==> config.mk <==
export PLATFORM = sky130hd
export DESIGN_NAME = spi_mstr_cfg
export DESIGN_NICKNAME = d
export VERILOG_FILES = /design/src/rtl/spi_pkg.sv /design/src/rtl/spi_sclk_gen.sv /design/src/rtl/spi_mstr_cfg.sv
export SDC_FILE = /design/constraint.sdc
export NUM_CORES = 1
export LEC_CHECK = 0
export ABC_AREA = 1
export ABC_CLOCK_PERIOD_IN_PS = 2300
export BUFFER_PORTS_ARGS = -buffer_cell sky130_fd_sc_hd__buf_2
export CORE_UTILIZATION = 40
export CTS_CLUSTER_DIAMETER = 50
export DETAILED_ROUTE_END_ITERATION = 7
export PLACE_DENSITY_LB_ADDON = 0.1
export REMOVE_ABC_BUFFERS = 1
export SYNTH_ARGS = -nofsm -noshare
export SYNTH_HDL_FRONTEND = slang
export SYNTH_HIERARCHICAL = 1
export SYNTH_SLANG_ARGS = --single-unit
==> constraint.sdc <==
create_clock -name clk -period 2.3 [get_ports clk]
set_input_delay 0.23 -clock clk [delete_from_list [all_inputs] [get_ports clk]]
set_output_delay 0.23 -clock clk [all_outputs]
set_load 0.01 [all_outputs]
==> src/rtl/spi_pkg.sv <==
// Shared types for the configurable SPI master: FSM states, the latched SPI mode
// and the mode-3 constant used by the sensor interfaces.
package spi_pkg;

  typedef enum logic [1:0] {
    IDLE,
    FRONT,
    XFER,
    BACK
  } spi_state_t;

  typedef struct packed {
    logic cpol;
    logic cpha;
  } spi_mode_t;

  localparam logic [1:0] SPI_MODE3 = 2'b11;

endpackage

==> src/rtl/spi_sclk_gen.sv <==
// SCLK timebase: down-counter reloading every 2**(DIV_W-1) clk, emitting one-cycle
// pulses that alternate leading/trailing, starting with leading after restart.
module spi_sclk_gen #(
  parameter int DIV_W = 6
) (
  input  logic clk,
  input  logic rst_n,
  input  logic en,
  input  logic restart,
  output logic lead_pls,
  output logic trail_pls
);

  localparam int CNT_W = DIV_W - 1;

  logic [CNT_W-1:0] cnt;
  logic             phase;
  logic             tc;

  assign tc        = en && (cnt == '0);
  assign lead_pls  = tc && !phase;
  assign trail_pls = tc && phase;

  always_ff @(posedge clk or negedge rst_n) begin
    if (!rst_n) begin
      cnt   <= '1;
      phase <= 1'b0;
    end else if (restart) begin
      cnt   <= '1;
      phase <= 1'b0;
    end else if (tc) begin
      cnt   <= '1;
      phase <= ~phase;
    end else if (en) begin
      cnt   <= cnt - CNT_W'(1);
    end
  end

endmodule

==> src/rtl/spi_mstr_cfg.sv <==
// Parametrised full-duplex SPI master: frame width, SCLK divider, per-transfer mode and slave select.
// Optional build macro SPI_MSTR_LSB_FIRST_EN adds a latched lsb_first input.
//
// state | meaning
// IDLE  | SCLK parked at CPOL, SS_n all high, waiting for wrt
// FRONT | SS_n low, waiting for the first SCLK edge
// XFER  | SCLK edges 1..2*DATA_W, shifting TX and sampling RX
// BACK  | SCLK parked at CPOL for one half-period before SS_n release
module spi_mstr_cfg
  import spi_pkg::*;
#(
  parameter  int DATA_W     = 16,
  parameter  int SCLK_DIV_W = 6,
  parameter  int NUM_SS     = 1,
  localparam int SS_W       = (NUM_SS > 1) ? $clog2(NUM_SS) : 1
) (
  input  logic              clk,
  input  logic              rst_n,
  input  logic              wrt,
  input  logic [DATA_W-1:0] cmd,
  input  logic [1:0]        mode,
  input  logic [SS_W-1:0]   ss_sel,
`ifdef SPI_MSTR_LSB_FIRST_EN
  input  logic              lsb_first,
`endif
  output logic [NUM_SS-1:0] SS_n,
  output logic              SCLK,
  output logic              MOSI,
  input  logic              MISO,
  output logic              busy,
  output logic              done,
  output logic [DATA_W-1:0] rd_data
);

  localparam int              EC_W      = $clog2(2 * DATA_W + 1);
  localparam logic [EC_W-1:0] LAST_XFER = EC_W'(2 * DATA_W - 1);

  spi_state_t        state, state_nxt;
  spi_mode_t         mode_q;
  logic              lsb_q;
  logic [DATA_W-1:0] tx_q, rx_q;
  logic [EC_W-1:0]   edge_cnt;
  logic              lead_pls, trail_pls;
  logic              accept, edge_stb, finish, shift_tx, sample_rx;
  logic [NUM_SS-1:0] ss_dec;

  spi_sclk_gen #(
    .DIV_W(SCLK_DIV_W)
  ) u_sclk_gen (
    .clk      (clk),
    .rst_n    (rst_n),
    .en       (state != IDLE),
    .restart  (accept),
    .lead_pls (lead_pls),
    .trail_pls(trail_pls)
  );

  always_ff @(posedge clk or negedge rst_n) begin
    if (!rst_n) state <= IDLE;
    else        state <= state_nxt;
  end

  always_comb begin
    state_nxt = state;
    accept    = 1'b0;
    edge_stb  = 1'b0;
    finish    = 1'b0;
    shift_tx  = 1'b0;
    sample_rx = 1'b0;
    case (state)
      IDLE: begin
        if (wrt) begin
          accept    = 1'b1;
          state_nxt = FRONT;
        end
      end
      FRONT: begin
        if (lead_pls) begin
          edge_stb  = 1'b1;
          sample_rx = !mode_q.cpha;
          state_nxt = XFER;
        end
      end
      XFER: begin
        edge_stb = lead_pls || trail_pls;
        // Edge 1 lives in FRONT, so every leading edge seen here is 3..2*DATA_W-1.
        if (mode_q.cpha) begin
          shift_tx  = lead_pls;
          sample_rx = trail_pls;
        end else begin
          shift_tx  = trail_pls && (edge_cnt != LAST_XFER);
          sample_rx = lead_pls;
        end
        if (trail_pls && (edge_cnt == LAST_XFER)) state_nxt = BACK;
      end
      BACK: begin
        if (lead_pls) begin
          finish    = 1'b1;
          state_nxt = IDLE;
        end
      end
      default: state_nxt = IDLE;
    endcase
  end

  // Out-of-range ss_sel leaves every select high; the frame still runs.
  always_comb begin
    ss_dec = '1;
    for (int i = 0; i < NUM_SS; i++) ss_dec[i] = (int'(ss_sel) != i);
  end

`ifdef SPI_MSTR_LSB_FIRST_EN
  always_ff @(posedge clk or negedge rst_n) begin
    if (!rst_n)      lsb_q <= 1'b0;
    else if (accept) lsb_q <= lsb_first;
  end
`else
  assign lsb_q = 1'b0;
`endif

  always_ff @(posedge clk or negedge rst_n) begin
    if (!rst_n) begin
      mode_q   <= '0;
      tx_q     <= '0;
      rx_q     <= '0;
      edge_cnt <= '0;
      SS_n     <= '1;
      SCLK     <= 1'b0;
      busy     <= 1'b0;
      done     <= 1'b0;
      rd_data  <= '0;
    end else begin
      if (accept) begin
        mode_q   <= spi_mode_t'(mode);
        tx_q     <= cmd;
        rx_q     <= '0;
        edge_cnt <= '0;
        SS_n     <= ss_dec;
        SCLK     <= mode[1];
        busy     <= 1'b1;
        done     <= 1'b0;
      end
      if (edge_stb) begin
        SCLK     <= ~SCLK;
        edge_cnt <= edge_cnt + EC_W'(1);
      end
      if (shift_tx)
        tx_q <= lsb_q ? {1'b0, tx_q[DATA_W-1:1]} : {tx_q[DATA_W-2:0], 1'b0};
      if (sample_rx)
        rx_q <= lsb_q ? {MISO, rx_q[DATA_W-1:1]} : {rx_q[DATA_W-2:0], MISO};
      if (finish) begin
        SS_n    <= '1;
        SCLK    <= mode_q.cpol;
        busy    <= 1'b0;
        done    <= 1'b1;
        rd_data <= rx_q;
      end
    end
  end

  assign MOSI = lsb_q ? tx_q[0] : tx_q[DATA_W-1];

endmodule

== Word level (Yosys, flattened, before mapping) ==
Cells that the tools add are included.

* Input port bits: 23
* Register bits: 68

* Add/subtract/negate cells: 2
* Eq/ne operators: 9
* Reductions and logical operators: 19
* Mux-type cells: 35
* Bitwise logic cells: 2

{| class="wikitable"
|+ Operators with widths
! operator !! count
|-
| two-way mux 16 bit || 4
|-
| two-way mux 1 bit || 19
|-
| two-way mux 5 bit || 3
|-
| two-way mux 6 bit || 2
|-
| nonzero test 2 bit || 6
|-
| two-way mux 2 bit || 4
|-
| inequality test 2 bit (second input constant) || 4
|-
| case mux 2 bit (4 select lines) || 1
|-
| adder 6 x 1 -> 6 bit (second input constant) || 1
|-
| equality test 6 x 5 -> 1 bit (second input constant) || 1
|-
| inequality test 6 x 5 -> 1 bit (second input constant) || 1
|-
| nonzero test 3 bit || 2
|-
| logical AND 1 bit || 5
|-
| logical NOT 5 bit || 1
|-
| subtractor 5 x 1 -> 5 bit (second input constant) || 1
|-
| equality test 2 bit (second input constant) || 2
|-
| case mux 1 bit (2 select lines) || 2
|-
| AND reduction 4 bit || 1
|-
| equality test 2 x 1 -> 1 bit (second input constant) || 1
|-
| logical NOT 1 bit || 2
|-
| logical NOT 2 bit || 1
|-
| inverter 1 bit || 2
|-
| logical OR 1 bit || 1
|}

== Longest topological paths before layout ==
* Word-level depth: 7
* Gate-level depth with buffers: 15
* Depth with buffers taken out: 14

== By module ==
Netlist, hierarchy kept.

{| class="wikitable"
|+ By module, submodules not included
! module !! seq. area each (µm²) !! cells an instance !! times used !! area each (µm²)
|-
| spi_mstr_cfg || 1552.7 || 342 || 1 || 2880.3
|-
| spi_sclk_gen || 156.4 || 45 || 1 || 341.6
|}

== Worst setup path after synthesis ==
No wires, ideal clock.

* Path kind: reg-to-reg
* Start point: reg state[0]
* End point: reg rx_q[0]
* Data arrival time: 1.888 ns
* Period minus slack after synthesis: 2.013 ns
* Path buffers: 1
* Data required time: 2.175 ns
* Path slack: 0.287 ns
* Cell stages (with the launch flop): 14
* Cells stage by stage: dfrtp_1 > inv_1 > ha_1 > inv_1 > nand2_1 > inv_1 > nand3_2 > nor2_1 > inv_1 > a21oi_2 > nand3_2 > nand2_2 > buf_4 > o22ai_1

* Longest elaborated chain between the ends: 6
* Elaborated cells on any way between the ends: 13

{| class="wikitable"
|+ Ends and longest elaborated chain
! item !! line !! text
|-
| start, declared || spi_mstr_cfg.sv:38 || <nowiki>spi_state_t state, state_nxt;</nowiki>
|-
| start signal, assigned || spi_mstr_cfg.sv:60 || <nowiki>else state <= state_nxt;</nowiki>
|-
| nonzero test 2 bit (*) || spi_mstr_cfg.sv:52 || <nowiki>.en (state != IDLE),</nowiki>
|-
| logical AND 1 bit (*) || spi_sclk_gen.sv:20 || <nowiki>assign tc = en && (cnt == '0);</nowiki>
|-
| logical AND 1 bit (*) || spi_sclk_gen.sv:21 || <nowiki>assign lead_pls = tc && !phase;</nowiki>
|-
| named net lead_pls || spi_mstr_cfg.sv:43 || <nowiki>logic lead_pls, trail_pls;</nowiki>
|-
| two-way mux 1 bit, on equally long branches || spi_mstr_cfg.sv:87, spi_mstr_cfg.sv:78 ||
|-
| case mux 1 bit (2 select lines) (*) || spi_mstr_cfg.sv:70 || <nowiki>case (state)</nowiki>
|-
| two-way mux 16 bit or nonzero test 2 bit (tied branches) || - ||
|-
| end signal, assigned || spi_mstr_cfg.sv:150 || <nowiki>rx_q <= lsb_q ? {MISO, rx_q[DATA_W-1:1]} : {rx_q[DATA_W-2:0], MISO};</nowiki>
|-
| end, declared || spi_mstr_cfg.sv:41 || <nowiki>logic [DATA_W-1:0] tx_q, rx_q;</nowiki>
|}

The timed path passes the listed nets; every way through them passes the cells marked *.
A chain may end at the register's enable or synchronous reset.

== Final worst setup path ==
* Start point: reg state[0]
* End point: reg rx_q[11]

The elaborated chain is that of the path after synthesis.

==> impl_metrics.ini <==
[route]
first_pass_iters = 4
routed_via_density = 4.70
drt-initial-drc-count = 116
wl_um = 6420
wl_met3_um = 243
ant_nets = 0
route.detailed.drc = 0
drt-met1-wl_um = 3130
routedWlPerCell_um = 11.8
dr_wl_met2_um = 2980
top_layer = met4
via_count = 2551

[cts]
cts_tree = built
cts_buffer_depth = 2
clk_pin_slew_ns = 0.07
clk_latency_ns = 0.34
cts_buffers = 9
ctsRootBufferMaster = clkbuf_8
htree_levels = 3
cts.sinks = 68
postCtsSetupBuffers = 0

[floorplanning]
std_cell_rows = 32
ios = 44
start_util_pct = 41.5
fp.dieH_um = 91.7
die_area_sq_um = 8420
core-area_sq_um = 7770
die_w_um = 91.7

[final_layout]
syn_to_final_growth_pct = 17.6
drive_above_1_share_pct = 19.7
num_antenna_cells = 0
nFillCells = 771
final_cell_area_sq_um = 3790
fin_nets = 466

[placement]
place_hpwl_um = 4330
place_congestion = 0.774
portBuffers = 43
placed_area_sq_um = 3560

[logic_synthesis]
synth_area_leader_cell = dfrtp_1
synth_common_cells = nand2_1 (119), dfrtp_1 (62), inv_1 (54)
synth_edf_count = 0
avgSynthCellArea_sq_um = 8.33
ys_seq_area_share_pct = 53.0
yosys.area.top_type_share_pct = 48.2
ys.warnings.count = 6
ys_ff_latch = 68
syn_area_sq_um = 3220
postSynth.asyncResetShare_pct = 100
synthDistinctLibCells = 26
synth.most_common_cell = nand2_1
ys.flop_type = dfrtp_1
synth_area_leaders = dfrtp_1 (48%), nand2_1 (14%), nand3_1 (6.5%)
syn-instance-count = 387

[power_and_ir_drop]
powerDensity_nw_per_um2 = 1040
leakage_nw = 2.00
vdd_drop_max_v = 0.000430

[worst_setup_path]
arrival_ns = 2.28
cp.required_ns = 2.50
crit_path_max_fanout = 16
crit_type = flop to flop
worstSetupEndpointType = flop
critPathLaunchType = flop

[sta]
fin_crit_sh_pct = 90.5
whs_ns = 0.0982
slew_headroom_pct = 65.1
fin_tns_setup_ns = 0
worstMarginPinSlew_ns = 0.523
timing.final.crit_period_ns = 2.08
slew_viol_final = 0
worst_clock_skew_ns = 0.0111
max_freq_ghz = 0.481
rsz0062_at_grt = no
hold_viol = 0
finalSetupViolations = 0

[grt]
grt_pass1_wl_um = 11400
grt_pass1_vias = 2489
antenna_found_initial = 0
grt_overflow = 0
grt_start_max_net_pins = 48
grt_usage_pct = 17.1

[flow_run]
drv_cap = 0

[run_status]
status = completed

[hold_path]
hold_class = input port to flop
## sequential cells by signal, indices dropped and copies added (netlist names)
signal and count:
mode_q 2, state 2, busy 1, SCLK 1, u_sclk_gen/phase 1, rd_data 16
done 1, tx_q 16, u_sclk_gen/cnt 5, edge_cnt 6, SS_n 1, rx_q 16
## repair_timing
action,in CTS,in global routing
hold buffers,1,0
endpoints found under the setup margin,0,36
endpoints found under the hold margin,21,0
resized for setup,0,6
## metrics by stage
stage | utilization, % | power (mW) | setup slack, ns | cells
6_report | 48.8 | 3.95 | 0.219 | 543
5_1_grt | 48.8 | 4.29 | 0.00547 | 543
4_1_cts | 48.4 | 3.96 | 0.136 | 543
3_5_place_dp | 45.8 | 2.97 | 0.157 | 526
3_3_place_gp | 45.8 | 2.94 | 0.203 | 526
2_1_floorplan | - | 2.57 | 0.136 | 372
## final cells by class
cell class | count | area [sq um] | area share [%]
well taps | 102 | 128 | 3.37
inverters | 57 | 214 | 5.65
clock buffers | 13 | 149 | 3.93
multi-input cells | 247 | 1230 | 32.5
clock inverters | 3 | 46.3 | 1.22
flip-flops and latches | 68 | 1710 | 45.1
repair buffers | 53 | 313 | 8.26
## cell families (layout without fill, tap and decap cells)
group	after synthesis	after routing	share of synthesized area, %
simple gates	186	186	24.7
buf+inv	72	126	9.36
flops	68	68	53.0
compound gates	51	51	9.32
fa+ha+maj	7	7	2.72
xor+xnor	3	3	0.816
## where the power goes
part	switching, mW	internal (mW)	leakage, nW
logic	0.828	0.484	1.02
clock network	0.446	0.534	0.0938
registers	0.167	1.49	0.886
## per-layer routing
| metal | vias up | GRT usage, % |
|---|---|---|
| li1 | 1324 | - |
| met1 | 1186 | 21.9 |
| met2 | 34 | 27.4 |
| met3 | 7 | 4.56 |
| met4 | 0 | 6.64 |
| met5 | - | 0 |
## worst max-delay path, cell delays in order, from the launching register on
cell     delay, ns
dfrtp_1       0.40
inv_1         0.10
ha_1          0.21
inv_1         0.07
nand2_1       0.05
inv_1         0.06
nand3_2       0.12
nor2_2        0.18
inv_1         0.12
a21oi_2       0.15
nand3_2       0.09
nand2_2       0.27
o22ai_1       0.12
## final timing paths
path | slack (ns) | start | to | cells after the start
worst max-delay path | 0.22 | state[0] | rx_q[11] | 12
worst min-delay path | 0.1 | ss_sel | SS_n | 3
worst max register to register | 0.22 | state[0] | rx_q[11] | 12
worst min register to register | 0.47 | u_sclk_gen/cnt[4] | u_sclk_gen/cnt[4] | 2
max in group asynchronous | 1.21 | rst_n | SS_n | 3
min in group asynchronous | 0.39 | rst_n | edge_cnt[0] | 2
## layout by cell type, fill, tap and decap left out, types with 4 or more instances in the layout
master      n
clkbuf_8   10
nand3_1    42
ha_1        7
buf_4       6
o21ai_0    27
dfrtp_1    62
nand4_1     4
dfstp_2     6
nor2_1     11
inv_1      54
nand2_1   119
buf_2      43
o22ai_1    17
Note: power is estimated with default switching activity, not from simulation.
